$ cat config.mk
export PLATFORM = sky130hd
export DESIGN_NAME = id_ex_operand_stage_flat
export DESIGN_NICKNAME = d
export VERILOG_FILES = /design/src/rtl/id_ex_operand_stage_pkg.sv /design/src/rtl/id_ex_operand_stage_if.sv /design/src/rtl/id_ex_operand_stage_hazard_forward_unit.sv /design/src/rtl/id_ex_operand_stage.sv /design/src/flat_wrapper.sv
export SDC_FILE = /design/constraint.sdc
export NUM_CORES = 1
export LEC_CHECK = 0
export CAP_MARGIN = 30
export CORE_AREA = 3 3 159 161
export CTS_BUF_LIST = sky130_fd_sc_hd__clkbuf_8
export DETAILED_ROUTE_END_ITERATION = 10
export DIE_AREA = 0 0 162 164
export PLACE_DENSITY = 0.71
export RECOVER_POWER = 50
export SYNTH_ARGS = -nofsm -noshare
export SYNTH_HDL_FRONTEND = slang
export SYNTH_SLANG_ARGS = --single-unit
$ cat constraint.sdc
create_clock -name clk -period 2.2 [get_ports clk]
set_clock_uncertainty 0.1 [all_clocks]
set_input_delay 0.33 -clock clk [delete_from_list [all_inputs] [get_ports clk]]
set_output_delay 0.33 -clock clk [all_outputs]
set_load 0.05 [all_outputs]
$ cat src/rtl/id_ex_operand_stage_pkg.sv
// -----------------------------------------------------------------------------
// id_ex_operand_stage_pkg
// Shared definitions for the ID/EX operand stage:
//   - width constants for operands, ALU op and register indices
//   - ALU operation encoding (shared with the execute-stage ALU)
//   - result-source encoding and forward-select encoding
//   - id_ex_t: every field held in the ID/EX pipeline register
//   - ID_EX_BUBBLE: the all-zero register image used for reset and bubbles
// -----------------------------------------------------------------------------
package id_ex_operand_stage_pkg;

    localparam int DATA_W = 32;
    localparam int OP_W   = 4;
    localparam int REG_W  = 5;

    typedef enum logic [OP_W-1:0] {
        ALU_ADD  = 4'b0000,
        ALU_SUB  = 4'b0001,
        ALU_SLL  = 4'b0010,
        ALU_SLT  = 4'b0011,
        ALU_SLTU = 4'b0100,
        ALU_XOR  = 4'b0101,
        ALU_SRL  = 4'b0110,
        ALU_SRA  = 4'b0111,
        ALU_OR   = 4'b1000,
        ALU_AND  = 4'b1001
    } alu_op_t;

    typedef enum logic [1:0] {
        RES_ALU  = 2'b00,
        RES_LOAD = 2'b01,
        RES_PC4  = 2'b10
    } result_src_t;

    typedef enum logic [1:0] {
        FWD_REG = 2'b00,
        FWD_MEM = 2'b01,
        FWD_WB  = 2'b10
    } fwd_sel_t;

    typedef struct packed {
        logic              valid;
        logic [REG_W-1:0]  rs1;
        logic [REG_W-1:0]  rs2;
        logic [REG_W-1:0]  rd;
        logic [DATA_W-1:0] rd1;
        logic [DATA_W-1:0] rd2;
        logic [DATA_W-1:0] imm;
        logic [DATA_W-1:0] pc;
        logic [OP_W-1:0]   alu_control;
        logic              alu_src_a;
        logic              alu_src_b;
        logic              reg_write;
        logic              mem_write;
        logic [1:0]        result_src;
    } id_ex_t;

    // All-zero image: ValidE=0, no writes, ADD, ALU result source.
    localparam id_ex_t ID_EX_BUBBLE = '0;

endpackage

$ cat src/rtl/id_ex_operand_stage_if.sv
// -----------------------------------------------------------------------------
// id_ex_operand_stage_if
// Bundles every non-clock signal of the ID/EX operand stage.
//   master : decode fields, EX/MEM + MEM/WB feedback, stall/flush in;
//            StallD and all execute-stage outputs back.
//   slave  : the operand stage itself (mirror of master).
// -----------------------------------------------------------------------------
interface id_ex_operand_stage_if #(
    parameter int DATA_WIDTH = 32,
    parameter int OP_WIDTH   = 4,
    parameter int REG_ADDR_W = 5
);
    // decode side
    logic                  ValidD;
    logic [DATA_WIDTH-1:0] RD1D, RD2D, ImmExtD, PCD;
    logic [REG_ADDR_W-1:0] Rs1D, Rs2D, RdD;
    logic [OP_WIDTH-1:0]   ALUControlD;
    logic                  ALUSrcAD, ALUSrcBD, RegWriteD, MemWriteD;
    logic [1:0]            ResultSrcD;
    // later-stage feedback
    logic [DATA_WIDTH-1:0] ALUResultM, ResultW;
    logic [REG_ADDR_W-1:0] RdM, RdW;
    logic                  RegWriteM, RegWriteW;
    logic                  StallE, FlushE;
    // outputs
    logic                  StallD;
    logic [DATA_WIDTH-1:0] SrcA, SrcB, WriteDataE, PCE, ImmExtE;
    logic [OP_WIDTH-1:0]   ALUControlE;
    logic [REG_ADDR_W-1:0] RdE;
    logic                  RegWriteE, MemWriteE, ValidE;
    logic [1:0]            ResultSrcE;

    modport master (
        output ValidD, RD1D, RD2D, ImmExtD, PCD, Rs1D, Rs2D, RdD, ALUControlD,
               ALUSrcAD, ALUSrcBD, RegWriteD, MemWriteD, ResultSrcD,
               ALUResultM, ResultW, RdM, RdW, RegWriteM, RegWriteW, StallE, FlushE,
        input  StallD, SrcA, SrcB, WriteDataE, PCE, ImmExtE, ALUControlE, RdE,
               RegWriteE, MemWriteE, ValidE, ResultSrcE
    );

    modport slave (
        input  ValidD, RD1D, RD2D, ImmExtD, PCD, Rs1D, Rs2D, RdD, ALUControlD,
               ALUSrcAD, ALUSrcBD, RegWriteD, MemWriteD, ResultSrcD,
               ALUResultM, ResultW, RdM, RdW, RegWriteM, RegWriteW, StallE, FlushE,
        output StallD, SrcA, SrcB, WriteDataE, PCE, ImmExtE, ALUControlE, RdE,
               RegWriteE, MemWriteE, ValidE, ResultSrcE
    );
endinterface

$ cat src/rtl/id_ex_operand_stage_hazard_forward_unit.sv
// -----------------------------------------------------------------------------
// hazard_forward_unit
// Purely combinational.
//   load_use   : the instruction in E is a valid load whose rd (non-zero) is
//                read by the valid instruction in D.
//   fwd_a_sel  : operand source for rs1 of the E instruction (REG/MEM/WB)
//   fwd_b_sel  : operand source for rs2 of the E instruction (REG/MEM/WB)
// x0 is never forwarded; EX/MEM wins over MEM/WB because it is younger.
// -----------------------------------------------------------------------------
module hazard_forward_unit
    import id_ex_operand_stage_pkg::*;
#(
    parameter int REG_ADDR_W = REG_W
) (
    input  logic                  valid_e,
    input  logic [1:0]            result_src_e,
    input  logic [REG_ADDR_W-1:0] rd_e,
    input  logic [REG_ADDR_W-1:0] rs1_e,
    input  logic [REG_ADDR_W-1:0] rs2_e,
    input  logic                  valid_d,
    input  logic [REG_ADDR_W-1:0] rs1_d,
    input  logic [REG_ADDR_W-1:0] rs2_d,
    input  logic [REG_ADDR_W-1:0] rd_m,
    input  logic                  reg_write_m,
    input  logic [REG_ADDR_W-1:0] rd_w,
    input  logic                  reg_write_w,
    output logic                  load_use,
    output fwd_sel_t              fwd_a_sel,
    output fwd_sel_t              fwd_b_sel
);

    always_comb begin
        load_use = valid_e && (result_src_e == RES_LOAD) && (rd_e != '0) && valid_d &&
                   ((rs1_d == rd_e) || (rs2_d == rd_e));
    end

    // One identical selector per source operand: index 0 = rs1, 1 = rs2.
    for (genvar gi = 0; gi < 2; gi++) begin : g_fwd
        logic [REG_ADDR_W-1:0] rs;
        fwd_sel_t              sel;

        assign rs = (gi == 0) ? rs1_e : rs2_e;

        always_comb begin
            sel = FWD_REG;
            if (reg_write_m && (rd_m != '0) && (rd_m == rs)) begin
                sel = FWD_MEM;
            end else if (reg_write_w && (rd_w != '0) && (rd_w == rs)) begin
                sel = FWD_WB;
            end
        end
    end

    assign fwd_a_sel = g_fwd[0].sel;
    assign fwd_b_sel = g_fwd[1].sel;

endmodule

$ cat src/rtl/id_ex_operand_stage.sv
// -----------------------------------------------------------------------------
// id_ex_operand_stage
// ID/EX pipeline register plus operand select / forwarding for the ALU.
//   clk, rst : clock, synchronous active-high reset
//   bus      : slave side of id_ex_operand_stage_if
//              in : decode fields (…D), EX/MEM and MEM/WB feedback, StallE, FlushE
//              out: StallD, SrcA, SrcB, WriteDataE and the registered E fields
// Register update priority: rst > StallE (hold) > FlushE > load-use > load D.
// Field widths of the register come from the package constants; the
// parameters must be left at their defaults unless the package changes too.
// -----------------------------------------------------------------------------
module id_ex_operand_stage
    import id_ex_operand_stage_pkg::*;
#(
    parameter int DATA_WIDTH = DATA_W,
    parameter int OP_WIDTH   = OP_W,
    parameter int REG_ADDR_W = REG_W
) (
    input logic                  clk,
    input logic                  rst,
    id_ex_operand_stage_if.slave bus
);

    id_ex_t                id_ex_q;
    id_ex_t                id_ex_d;
    logic                  load_use;
    fwd_sel_t              fwd_a_sel;
    fwd_sel_t              fwd_b_sel;
    logic [DATA_WIDTH-1:0] fwd_a;
    logic [DATA_WIDTH-1:0] fwd_b;
    logic [OP_WIDTH-1:0]   alu_control_e;

    hazard_forward_unit #(
        .REG_ADDR_W (REG_ADDR_W)
    ) u_hazard_forward_unit (
        .valid_e      (id_ex_q.valid),
        .result_src_e (id_ex_q.result_src),
        .rd_e         (id_ex_q.rd),
        .rs1_e        (id_ex_q.rs1),
        .rs2_e        (id_ex_q.rs2),
        .valid_d      (bus.ValidD),
        .rs1_d        (bus.Rs1D),
        .rs2_d        (bus.Rs2D),
        .rd_m         (bus.RdM),
        .reg_write_m  (bus.RegWriteM),
        .rd_w         (bus.RdW),
        .reg_write_w  (bus.RegWriteW),
        .load_use     (load_use),
        .fwd_a_sel    (fwd_a_sel),
        .fwd_b_sel    (fwd_b_sel)
    );

    // Next-state of the ID/EX register.
    always_comb begin
        id_ex_d = id_ex_q;
        if (bus.StallE) begin
            id_ex_d = id_ex_q;
        end else if (bus.FlushE || load_use) begin
            id_ex_d = ID_EX_BUBBLE;
        end else begin
            id_ex_d.valid       = bus.ValidD;
            id_ex_d.rs1         = bus.Rs1D;
            id_ex_d.rs2         = bus.Rs2D;
            id_ex_d.rd          = bus.RdD;
            id_ex_d.rd1         = bus.RD1D;
            id_ex_d.rd2         = bus.RD2D;
            id_ex_d.imm         = bus.ImmExtD;
            id_ex_d.pc          = bus.PCD;
            id_ex_d.alu_control = bus.ALUControlD;
            id_ex_d.alu_src_a   = bus.ALUSrcAD;
            id_ex_d.alu_src_b   = bus.ALUSrcBD;
            // An empty decode slot must never commit anything downstream.
            id_ex_d.reg_write   = bus.RegWriteD && bus.ValidD;
            id_ex_d.mem_write   = bus.MemWriteD && bus.ValidD;
            id_ex_d.result_src  = bus.ResultSrcD;
        end
    end

    always_ff @(posedge clk) begin
        if (rst) begin
            id_ex_q <= ID_EX_BUBBLE;
        end else begin
            id_ex_q <= id_ex_d;
        end
    end

    // Forwarding muxes operate on the registered E indices, so they are zero-cycle.
    always_comb begin
        case (fwd_a_sel)
            FWD_MEM: fwd_a = bus.ALUResultM;
            FWD_WB:  fwd_a = bus.ResultW;
            default: fwd_a = id_ex_q.rd1;
        endcase
        case (fwd_b_sel)
            FWD_MEM: fwd_b = bus.ALUResultM;
            FWD_WB:  fwd_b = bus.ResultW;
            default: fwd_b = id_ex_q.rd2;
        endcase
    end

    assign alu_control_e   = id_ex_q.alu_control;

    assign bus.StallD      = load_use || bus.StallE;
    assign bus.SrcA        = id_ex_q.alu_src_a ? id_ex_q.pc  : fwd_a;
    assign bus.SrcB        = id_ex_q.alu_src_b ? id_ex_q.imm : fwd_b;
    assign bus.WriteDataE  = fwd_b;
    assign bus.ALUControlE = alu_control_e;
    assign bus.PCE         = id_ex_q.pc;
    assign bus.ImmExtE     = id_ex_q.imm;
    assign bus.RdE         = id_ex_q.rd;
    assign bus.RegWriteE   = id_ex_q.reg_write;
    assign bus.MemWriteE   = id_ex_q.mem_write;
    assign bus.ValidE      = id_ex_q.valid;
    assign bus.ResultSrcE  = id_ex_q.result_src;

endmodule

$ cat src/flat_wrapper.sv
// flat-port wrapper written by rule: the top's interface ports become plain ports
module id_ex_operand_stage_flat import id_ex_operand_stage_pkg::*;
#(
    parameter int DATA_WIDTH = DATA_W,
    parameter int OP_WIDTH   = OP_W,
    parameter int REG_ADDR_W = REG_W
)
  (clk, rst, bus_ValidD, bus_RD1D, bus_RD2D, bus_ImmExtD, bus_PCD, bus_Rs1D, bus_Rs2D, bus_RdD, bus_ALUControlD, bus_ALUSrcAD, bus_ALUSrcBD, bus_RegWriteD, bus_MemWriteD, bus_ResultSrcD, bus_ALUResultM, bus_ResultW, bus_RdM, bus_RdW, bus_RegWriteM, bus_RegWriteW, bus_StallE, bus_FlushE, bus_StallD, bus_SrcA, bus_SrcB, bus_WriteDataE, bus_PCE, bus_ImmExtE, bus_ALUControlE, bus_RdE, bus_RegWriteE, bus_MemWriteE, bus_ValidE, bus_ResultSrcE);
  id_ex_operand_stage_if #(.DATA_WIDTH(DATA_WIDTH), .OP_WIDTH(OP_WIDTH), .REG_ADDR_W(REG_ADDR_W)) bus_i ();
  input logic clk;
  input logic rst;
  input wire logic [$bits(bus_i.ValidD)-1:0] bus_ValidD;
  input wire logic [$bits(bus_i.RD1D)-1:0] bus_RD1D;
  input wire logic [$bits(bus_i.RD2D)-1:0] bus_RD2D;
  input wire logic [$bits(bus_i.ImmExtD)-1:0] bus_ImmExtD;
  input wire logic [$bits(bus_i.PCD)-1:0] bus_PCD;
  input wire logic [$bits(bus_i.Rs1D)-1:0] bus_Rs1D;
  input wire logic [$bits(bus_i.Rs2D)-1:0] bus_Rs2D;
  input wire logic [$bits(bus_i.RdD)-1:0] bus_RdD;
  input wire logic [$bits(bus_i.ALUControlD)-1:0] bus_ALUControlD;
  input wire logic [$bits(bus_i.ALUSrcAD)-1:0] bus_ALUSrcAD;
  input wire logic [$bits(bus_i.ALUSrcBD)-1:0] bus_ALUSrcBD;
  input wire logic [$bits(bus_i.RegWriteD)-1:0] bus_RegWriteD;
  input wire logic [$bits(bus_i.MemWriteD)-1:0] bus_MemWriteD;
  input wire logic [$bits(bus_i.ResultSrcD)-1:0] bus_ResultSrcD;
  input wire logic [$bits(bus_i.ALUResultM)-1:0] bus_ALUResultM;
  input wire logic [$bits(bus_i.ResultW)-1:0] bus_ResultW;
  input wire logic [$bits(bus_i.RdM)-1:0] bus_RdM;
  input wire logic [$bits(bus_i.RdW)-1:0] bus_RdW;
  input wire logic [$bits(bus_i.RegWriteM)-1:0] bus_RegWriteM;
  input wire logic [$bits(bus_i.RegWriteW)-1:0] bus_RegWriteW;
  input wire logic [$bits(bus_i.StallE)-1:0] bus_StallE;
  input wire logic [$bits(bus_i.FlushE)-1:0] bus_FlushE;
  output wire logic [$bits(bus_i.StallD)-1:0] bus_StallD;
  output wire logic [$bits(bus_i.SrcA)-1:0] bus_SrcA;
  output wire logic [$bits(bus_i.SrcB)-1:0] bus_SrcB;
  output wire logic [$bits(bus_i.WriteDataE)-1:0] bus_WriteDataE;
  output wire logic [$bits(bus_i.PCE)-1:0] bus_PCE;
  output wire logic [$bits(bus_i.ImmExtE)-1:0] bus_ImmExtE;
  output wire logic [$bits(bus_i.ALUControlE)-1:0] bus_ALUControlE;
  output wire logic [$bits(bus_i.RdE)-1:0] bus_RdE;
  output wire logic [$bits(bus_i.RegWriteE)-1:0] bus_RegWriteE;
  output wire logic [$bits(bus_i.MemWriteE)-1:0] bus_MemWriteE;
  output wire logic [$bits(bus_i.ValidE)-1:0] bus_ValidE;
  output wire logic [$bits(bus_i.ResultSrcE)-1:0] bus_ResultSrcE;
  assign bus_i.ValidD = bus_ValidD;
  assign bus_i.RD1D = bus_RD1D;
  assign bus_i.RD2D = bus_RD2D;
  assign bus_i.ImmExtD = bus_ImmExtD;
  assign bus_i.PCD = bus_PCD;
  assign bus_i.Rs1D = bus_Rs1D;
  assign bus_i.Rs2D = bus_Rs2D;
  assign bus_i.RdD = bus_RdD;
  assign bus_i.ALUControlD = bus_ALUControlD;
  assign bus_i.ALUSrcAD = bus_ALUSrcAD;
  assign bus_i.ALUSrcBD = bus_ALUSrcBD;
  assign bus_i.RegWriteD = bus_RegWriteD;
  assign bus_i.MemWriteD = bus_MemWriteD;
  assign bus_i.ResultSrcD = bus_ResultSrcD;
  assign bus_i.ALUResultM = bus_ALUResultM;
  assign bus_i.ResultW = bus_ResultW;
  assign bus_i.RdM = bus_RdM;
  assign bus_i.RdW = bus_RdW;
  assign bus_i.RegWriteM = bus_RegWriteM;
  assign bus_i.RegWriteW = bus_RegWriteW;
  assign bus_i.StallE = bus_StallE;
  assign bus_i.FlushE = bus_FlushE;
  assign bus_StallD = bus_i.StallD;
  assign bus_SrcA = bus_i.SrcA;
  assign bus_SrcB = bus_i.SrcB;
  assign bus_WriteDataE = bus_i.WriteDataE;
  assign bus_PCE = bus_i.PCE;
  assign bus_ImmExtE = bus_i.ImmExtE;
  assign bus_ALUControlE = bus_i.ALUControlE;
  assign bus_RdE = bus_i.RdE;
  assign bus_RegWriteE = bus_i.RegWriteE;
  assign bus_MemWriteE = bus_i.MemWriteE;
  assign bus_ValidE = bus_i.ValidE;
  assign bus_ResultSrcE = bus_i.ResultSrcE;
  id_ex_operand_stage #(.DATA_WIDTH(DATA_WIDTH), .OP_WIDTH(OP_WIDTH), .REG_ADDR_W(REG_ADDR_W)) u_core (.clk(clk), .rst(rst), .bus(bus_i));
endmodule
# --- After elaboration in Yosys (flattened, before gate mapping) ---
# Cells that the tools add are included.
op_classes:
  muxes: 9
  reduce_logical: 18
  eq_ne: 11
ops:
  columns: ["op", "n"]
  rows:
  - ["$mux 154", 1]
  - ["$pmux 32 s2", 2]
  - ["$mux 32", 2]
  - ["$eq 5x5->1", 6]
  - ["$reduce_bool 5->1", 3]
  - ["$logic_and 1x1->1", 12]
  - ["$mux 2", 4]
  - ["$eq 2x1->1 const B", 3]
  - ["$eq 2x2->1 const B", 2]
  - ["$logic_or 1x1->1", 3]
totals:
  input_bits: 234
  word_cells: 52
  out_inout_bits: 175
  register_bits: 154

# --- Longest topological paths before layout ---
# Gate-level depths: netlist (run 1).
depth:
  ltp_word: 8
  mapped_depth: 8
  ltp_nobuf: 5

# --- Cells and area by module ---
# A second synthesis (run 1) with hierarchy kept.
unflattened:
  hier_cells: 808
  area_unflattened_um2: 7608.5
by_module_without_submodules:
  columns: ["module", "seq_area_each_um2", "area_per_inst_um2", "n_inst", "cells_per_inst"]
  rows:
  - ["id_ex_operand_stage", 3083.0, 7208.2, 1, 758]
  - ["hazard_forward_unit", 0.0, 400.4, 1, 50]

# --- Worst setup path before layout (run 1) ---
# No wires, ideal clock.
synth_timing:
  path_kind: "in2out"
  startpoint: "input port bus_RdM[0]"
  endpoint: "output port bus_SrcA[22]"
  path_buffers: 2
  slack_ns: -1.011
  stages: 7
  t_required_ns: 1.770
  t_arrival_ns: 2.781
  cell_sequence: "or4_1 -> o2111ai_1 -> or4_1 -> clkbuf_1 -> buf_2 -> nor3_1 -> a221oi_1"
synth_between:
  elab_chain_cells: 7
  elab_cells_between_ends: 9
  classes_between: "3 x eq/ne; 3 x mux; 3 x reduce/logical"
synth_lines:
  columns: ["element", "line_no", "rtl"]
  rows:
  - ["from (decl)", "flat_wrapper.sv:28", "input wire logic [$bits(bus_i.RdM)-1:0] bus_RdM;"]
  - ["$reduce_bool 5->1", "id_ex_operand_stage_hazard_forward_unit.sv:46", "if (reg_write_m && (rd_m != '0) && (rd_m == rs)) begin"]
  - ["$logic_and 1x1->1", "id_ex_operand_stage_hazard_forward_unit.sv:46", null]
  - ["$logic_and 1x1->1 (*)", "id_ex_operand_stage_hazard_forward_unit.sv:46", null]
  - ["$mux 2 (*)", "id_ex_operand_stage_hazard_forward_unit.sv:46", null]
  - ["$eq 2x2->1 or $eq 2x1->1 (tied branches)", "id_ex_operand_stage.sv:89", "case (fwd_a_sel)"]
  - ["$pmux 32 s2 (*)", "id_ex_operand_stage.sv:89", null]
  - ["$mux 32 (*)", "id_ex_operand_stage.sv:104", "assign bus.SrcA = id_ex_q.alu_src_a ? id_ex_q.pc : fwd_a;"]
  - ["to (decl)", "flat_wrapper.sv:35", "output wire logic [$bits(bus_i.SrcA)-1:0] bus_SrcA;"]
# Mark *: on every way between the ends. The rest lies on a longest branch, timed or not.

# --- Worst setup path in the final report (run 1) ---
layout_timing:
  startpoint: "register u_core.id_ex_q[147] (netlist bit)"
  endpoint: "output port bus_SrcB[28]"
layout_between:
  elab_chain_cells: 7
  elab_cells_between_ends: 10
  classes_between: "4 x eq/ne; 4 x mux; 2 x reduce/logical"
layout_lines:
  columns: ["element", "line_no", "rtl"]
  rows:
  - ["from (decl)", "id_ex_operand_stage.sv:24", "id_ex_t id_ex_q;"]
  - ["from (signal assigned)", "id_ex_operand_stage.sv:83", "id_ex_q <= id_ex_d;"]
  - ["$eq 5x5->1", "id_ex_operand_stage_hazard_forward_unit.sv:48", "end else if (reg_write_w && (rd_w != '0) && (rd_w == rs)) begin"]
  - ["$logic_and 1x1->1", "id_ex_operand_stage_hazard_forward_unit.sv:48", null]
  - ["$mux 2", "id_ex_operand_stage_hazard_forward_unit.sv:48", null]
  - ["$mux 2 (*)", "id_ex_operand_stage_hazard_forward_unit.sv:46", null]
  - ["$eq 2x2->1 or $eq 2x1->1 (tied branches)", "id_ex_operand_stage.sv:94", "case (fwd_b_sel)"]
  - ["$pmux 32 s2 (*)", "id_ex_operand_stage.sv:94", null]
  - ["$mux 32 (*)", "id_ex_operand_stage.sv:105", "assign bus.SrcB = id_ex_q.alu_src_b ? id_ex_q.imm : fwd_b;"]
  - ["to (decl)", "flat_wrapper.sv:36", "output wire logic [$bits(bus_i.SrcB)-1:0] bus_SrcB;"]
# Marked as above.

==> summary.txt, run 1 <==
Outcome
  – Status: complete, but fails checks
  – Failing checks: setup timing

Timing
  – Worst-margin pin slew: 0.701 ns
  – Final period utilization: 135%
  – Slew Viols, Final: 0
  – Smallest setup slack after layout: -0.761 ns
  – Final hold violations: 0
  – Setup violations, final: 161
  – RSZ-0062 raised after global routing: true
  – Tmin final: 2.96 ns
  – Slew Limit Headroom: 53.5%
  – Fmax: 0.338 GHz
  – Fin Hold WS: 0.357 ns

Die
  – FP Rows: 57
  – Die height: 164 µm
  – Die W: 162 µm
  – Core area: 24100 µm²
  – Die Area: 26600 µm²
  – Initial Utilization: 32.6%
  – Ports: 409

Critical path
  – Kind of cell adding the most delay to the critical path: compound AO/OA/AOI/OAI gates
  – R2r startpoint: u_core.bus.RdE[4]
  – Crit path depth: 7
  – Critical path peak fanout: 9
  – Critical path type: reg -> out
  – Worst setup path endpoint: bus_SrcB[28]
  – CP Launch Point: u_core.id_ex_q[147]
  – Crit. End Element: output port
  – Slowest cell on crit path: a211o_4
  – FF-to-FF End: u_core.id_ex_q[131]
  – CP Cell Sequence: xor2_1 > a211o_4 > clkbuf_16 > or3_4 > a31oi_4 > mux2_4 > buf_8
  – Critical Path RT: 1.77 ns
  – R2R Setup Slk: -0.08 ns
  – CP arrival: 2.53 ns
  – Worst R2R Path Depth: 8
  – Setup crit start kind: register
  – Crit-path max cell delay: 0.41 ns
  – CP Buf/Inv Count: 2

Detailed routing
  – DR iter-0 viols: 589
  – Avg WL per Cell: 25.1 µm
  – DRT Wirelength: 41000 µm
  – Antenna viol nets, final: 0
  – Drt drc: 0
  – First drt pass iteration count: 5
  – Vias/cell: 5.41
  – Vias: 8843

Global route
  – Antenna violations before repair: 1
  – First-pass GRT wire length: 58300 µm
  – Grt ovf: 0
  – Vias in the first global route: 9189
  – Total track usage: 28.9%
  – Largest net degree at the start of global routing: 84

Logic synthesis
  – Distinct cells, synth: 38
  – Mapped Area: 7870 µm²
  – Syn. warnings: 0
  – Most numerous cell in the Yosys netlist: dfxtp_1
  – Synth top area cells: dfxtp_1, a22o_1, buf_4, mux2_2, mux2i_1
  – Commonest cells in the synthesized netlist: dfxtp_1, a22o_1, buf_4
  – Seq cells post-synth: 154
  – Biggest area consumer among synthesized cells: dfxtp_1
  – Ys flop type: dfxtp_1
  – Seq/Total Area, Yosys: 39.2%
  – Synth Net Count: 1073
  – EDFF count, synth: 0
  – Mapped Avg Cell Area: 9.38 µm²
  – Yosys top cell area share: 39.2%
  – Asr flop ratio synth: 0%
  – Syn Inst Count: 839

Pwr
  – Clock network fraction of design power: 27.4%
  – Pint: 0.00525 W
  – Total leakage power: 6.18 nW
  – IR drop worst, VDD: 0.000479 V
  – Seq pwr share: 37.3%
  – PwrDens: 502 nW/µm²
  – Switching share of power: 34.7%
  – Gate power share: 35.3%
  – P_sw: 0.00280 W

Clocking
  – H-tree depth: 4
  – Maximum root-to-sink buffer count: 2
  – Num CTS Buffers: 17
  – Clk_lat worst skew: 0.46 ns
  – # clock sinks: 154
  – # hold bufs at CTS: 0
  – Register clock-pin slew on the reported worst setup and hold paths: 0.10 ns
  – CTS Root Cell: clkbuf_8
  – CTS tree: built

Finish
  – Layout cell share with drive strength beyond 1: 41.2%
  – Area Growth Syn to Fin: 104%
  – Util after Layout: 66.5%
  – Final net count: 1531

Place
  – Routability congestion estimate from global placement: 0.926
  – Dpl ws: -0.987 ns
  – Dpl hpwl: 28200 µm
  – PortBufs: 408

Worst hold path
  – Worst Hold Class: in -> reg
  – Min-Delay Startpoint: bus_ImmExtD[19]

Run
  – MaxCap Viol Count: 0
## power by group through the flow
stage               Combinational, W  Clock (W)  Sequential, W
floorplan                    0.00142          0        0.00302
global placement             0.00247          0        0.00305
detailed placement           0.00249          0        0.00305
CTS                          0.00273    0.00225        0.00299
global route                 0.00294    0.00237        0.00301
finish                       0.00284    0.00221        0.00300
## cells in the final DEF, fill, tap and decap left out, types with 4 or more instances in the layout
cell and n:
a31oi_4 30, mux2_4 30, nand2_1 5, clkdlybuf4s50_1 282
xor2_1 4, a22o_1 152, dfxtp_4 7, nor3_1 36
buf_8 44, clkbuf_1 11, buf_6 58, mux2i_4 11
xnor2_1 14, buf_16 6, inv_1 62, a221oi_4 31
nor2_4 6, nor3_2 27, buf_4 123, dfxtp_2 8
buf_12 37, clkbuf_16 7, dlygate4sd3_1 6, dfxtp_1 139
mux2i_2 14, xnor2_2 12, o21ai_1 23, dlygate4sd2_1 10
clkbuf_8 20, or3_4 30, mux2i_1 7, clkinvlp_4 4
## sequential cells by signal (all words and copies together) (netlist names)
signal and flops:
u_core.bus.RdE 5, u_core.bus.ValidE 1, u_core.bus.MemWriteE 1, u_core.bus.RegWriteE 1, u_core.bus.ResultSrcE 2, u_core.bus.PCE 32
u_core.bus.ALUControlE 4, u_core.id_ex_q 76, u_core.bus.ImmExtE 32
## layer usage
metal / part of all wire, % / track usage [%]
met2: 49 / 47.6
met5: 0 / 0
met1: 39 / 35.6
met4: 3.5 / 11.7
met3: 7.9 / 8.25
## repair_timing
action | CTS | global route
setup endpoints to repair | 104 | 104
pin swaps | 15 | 19
cloned | 9 | 9
resized for setup | 280 | 75
setup buffers | 9 | 6
## stage by stage
step	area [µm²]	power [W]	instances	setup TNS, ns
after floorplan	9170	0.00445	839	-21.62
after global placement	14000	0.00552	1573	-111.38
after detailed placement	14000	0.00554	1573	-117.85
after CTS	15700	0.00798	1618	-58.40
after global routing	16000	0.00831	1634	-85.47
final	16000	0.00805	1636	-66.40
## how the worst min path moves through the flow
stage | endpoint | slack [ns] | cells past startpoint
global route | u_core.bus.ALUControlE[1] | 0.34 | 2
finish | u_core.bus.ImmExtE[19] | 0.36 | 2
CTS | u_core.id_ex_q[77] | 0.32 | 2
detailed placement | u_core.id_ex_q[85] | 0.35 | 1
floorplan | u_core.id_ex_q[100] | 0.34 | 1
global placement | u_core.bus.RegWriteE | 0.35 | 1
## worst reg2reg max path, delay by kind of cell (launching register included)
kind | cells | cell delay, ns
XOR/XNOR | 1 | 0.16
AO/OA/AOI/OAI | 3 | 0.71
AND/OR/NAND/NOR | 1 | 0.08
buffers and inverters | 3 | 0.80
flip-flops | 1 | 0.38
## kinds of logic after synthesis
| logic type | Yosys count | share of synthesized area [%] |
|---|---|---|
| AOI/OAI and AO/OA | 261 | 26.8 |
| buffers and inverters | 214 | 14.4 |
| DFF | 154 | 39.2 |
| and+or+nand+nor | 118 | 8.00 |
| muxes | 62 | 8.36 |
| xor gates and xnor gates | 30 | 3.34 |
## layout make-up
class,instances,area (µm²)
clock inverters,11,113
clock buffers,20,275
inverters,62,233
well taps,324,405
multi-input cells,471,5510
flip-flops and latches,154,3120
fillers,1814,8070
diodes,3,7.51
repair buffers,591,6380
Note: power is estimated with default switching activity, not from simulation.
==> run 2, diff against run 1 <==
- GPL_ROUTABILITY_DRIVEN: unset -> 1
==> results of run 2 <==
Same layout as run 1: the final DEF is identical, and so are final timing and power.
==> run 3, diff against run 2 <==
- CORE_AREA: 3 3 159 161 -> 3 3 157 159
- CTS_BUF_LIST: sky130_fd_sc_hd__clkbuf_8 -> unset
- DIE_AREA: 0 0 162 164 -> 0 0 160 162
- GPL_TIMING_DRIVEN: unset -> 0
- PLACE_DENSITY: 0.71 -> 0.72
==> run 3 against run 2 <==
Net effect: sequential share of layout area down 0.11 points; register-to-register slack worse by 0.10 ns; setup slack got worse by 0.023 ns; first-iteration DRC count is 6.6% higher; combinational power is 1% lower; largest cell class unchanged; sequential cell count stayed put; largest power group unchanged; die area is 2.4% lower; the flow still finishes with violations (setup timing); clock-buffer cell count fell by 1; maximum frequency shrank 0.76%.
==> summary.txt, run 3 (synthesis results as in run 1) <==
Finish
  – Most frequent cells in the layout: clkdlybuf4s50_1, a22o_1, dfxtp_1
  – Area Growth Syn to Fin: 105%
  – Final net count: 1550
  – Final non-filler cell area: 16100 µm²
  – Commonest non-fill, non-tap cell in the layout: clkdlybuf4s50_1
  – Layout cell share with drive strength beyond 1: 41.5%
  – Max FFs per register: 76
  – Top reg by flops: u_core.id_ex_q

Clocking
  – CTS Root Cell: clkbuf_16
  – Maximum root-to-sink buffer count: 2
  – H-tree depth: 4
  – Register clock-pin slew on the reported worst setup and hold paths: 0.06 ns
  – Clk_lat worst skew: 0.43 ns
  – Num CTS Buffers: 17
  – # clock sinks: 154
  – # hold bufs at CTS: 0
  – CTS tree: built

Place
  – Dpl ws: -1.96 ns
  – PortBufs: 408
  – Area after DPL: 13700 µm²
  – Routability congestion estimate from global placement: 0.903
  – Dpl hpwl: 30100 µm

Timing
  – Slew Limit Headroom: 24.0%
  – Fmax: 0.335 GHz
  – Final hold violations: 0
  – Tmin final: 2.98 ns
  – RSZ-0062 raised after global routing: true
  – Worst-margin pin slew: 1.14 ns
  – Slew Viols, Final: 0
  – Setup violations, final: 246
  – Smallest setup slack after layout: -0.784 ns
  – Final period utilization: 136%

Detailed routing
  – Vias/cell: 5.37
  – Vias: 8848
  – Drt drc: 0
  – DR iter-0 viols: 628
  – First drt pass iteration count: 5
  – Antenna viol nets, final: 0
  – DRT Wirelength: 40500 µm
  – Avg WL per Cell: 24.6 µm

Pwr
  – Total leakage power: 6.29 nW
  – IR drop worst, VDD: 0.000345 V
  – PwrDens: 545 nW/µm²

Worst hold path
  – Worst Hold Class: in -> reg

Critical path
  – Crit. End Element: output port
  – CP arrival: 2.55 ns
  – Critical path type: reg -> out
  – Critical Path RT: 1.77 ns
  – Setup crit start kind: register
  – Critical path peak fanout: 10

Die
  – Die W: 160 µm
  – FP Rows: 56
  – Ports: 409
  – Core area: 23400 µm²
  – Die Area: 25900 µm²
  – Die height: 162 µm
  – Initial Utilization: 33.6%

Global route
  – First-pass GRT wire length: 57900 µm
  – Vias in the first global route: 9027
  – Total track usage: 29.4%
  – Largest net degree at the start of global routing: 17
  – Grt ovf: 0
  – Antenna violations before repair: 1

Outcome
  – Status: complete, but fails checks
  – Failing checks: setup timing

Run
  – MaxCap Viol Count: 0
[run 3: path summary, 6_finish.rpt]
check                            from                   to  slack (ns)  cells after the start
setup / recovery  u_core.id_ex_q[147]         bus_SrcB[28]       -0.78                      7
hold / removal            bus_Rs2D[4]  u_core.id_ex_q[147]        0.23                      2
setup reg to reg    u_core.bus.RdE[0]  u_core.id_ex_q[150]       -0.18                      8
hold reg to reg    u_core.id_ex_q[81]   u_core.id_ex_q[81]        0.38                      1
[run 3: critical path, cell delays in order (launching register included)]
cell and delay (ns):
dfxtp_4 0.38, xor2_4 0.19, a211o_4 0.39, clkbuf_8 0.19
or3_4 0.35, a31oi_4 0.24, mux2_4 0.23, buf_8 0.14
[run 3: cell type report]
type,instances,area (µm²)
repair buffers,465,4990
clock buffers,19,453
flip-flops and latches,154,3120
fillers,1808,7290
well taps,319,399
inverters,62,233
diodes,1,2.50
plain buffers,144,1210
multi-input cells,472,5580
clock inverters,13,133
[run 3: per-layer routing]
metal / track usage, % / vias up / routed length [µm]
li1: - / 4028 / -
met1: 37.1 / 4348 / 16600
met2: 49.8 / 412 / 19800
met3: 6.68 / 60 / 3070
met4: 9.90 / 0 / 1150
met5: 0 / - / 0
[run 3: power by group]
group	switching [W]	internal, W
Clock	0.00133	0.00165
Sequential	0.000111	0.00290
Combinational	0.00149	0.00131
Total	0.00293	0.00585
[run 3: metrics by stage]
step	utilization (%)	std cells	setup TNS (ns)	total power (W)	hold WS, ns
after detailed placement	58.6	1570	-283.16	0.00551	0.348
final	68.8	1649	-82.57	0.00878	0.235
after CTS	65.9	1629	-65.98	0.00868	0.375
after floorplan	-	839	-21.62	0.00445	0.336
after global placement	58.3	1566	-281.49	0.00548	0.349
after global routing	68.8	1649	-101.27	0.00903	0.213
[run 3: timing repair]
item	in CTS	in global routing
pin swaps	33	41
gates resized for setup	913	169
setup endpoints to repair	265	237
setup buffers	22	20
gates cloned	8	6
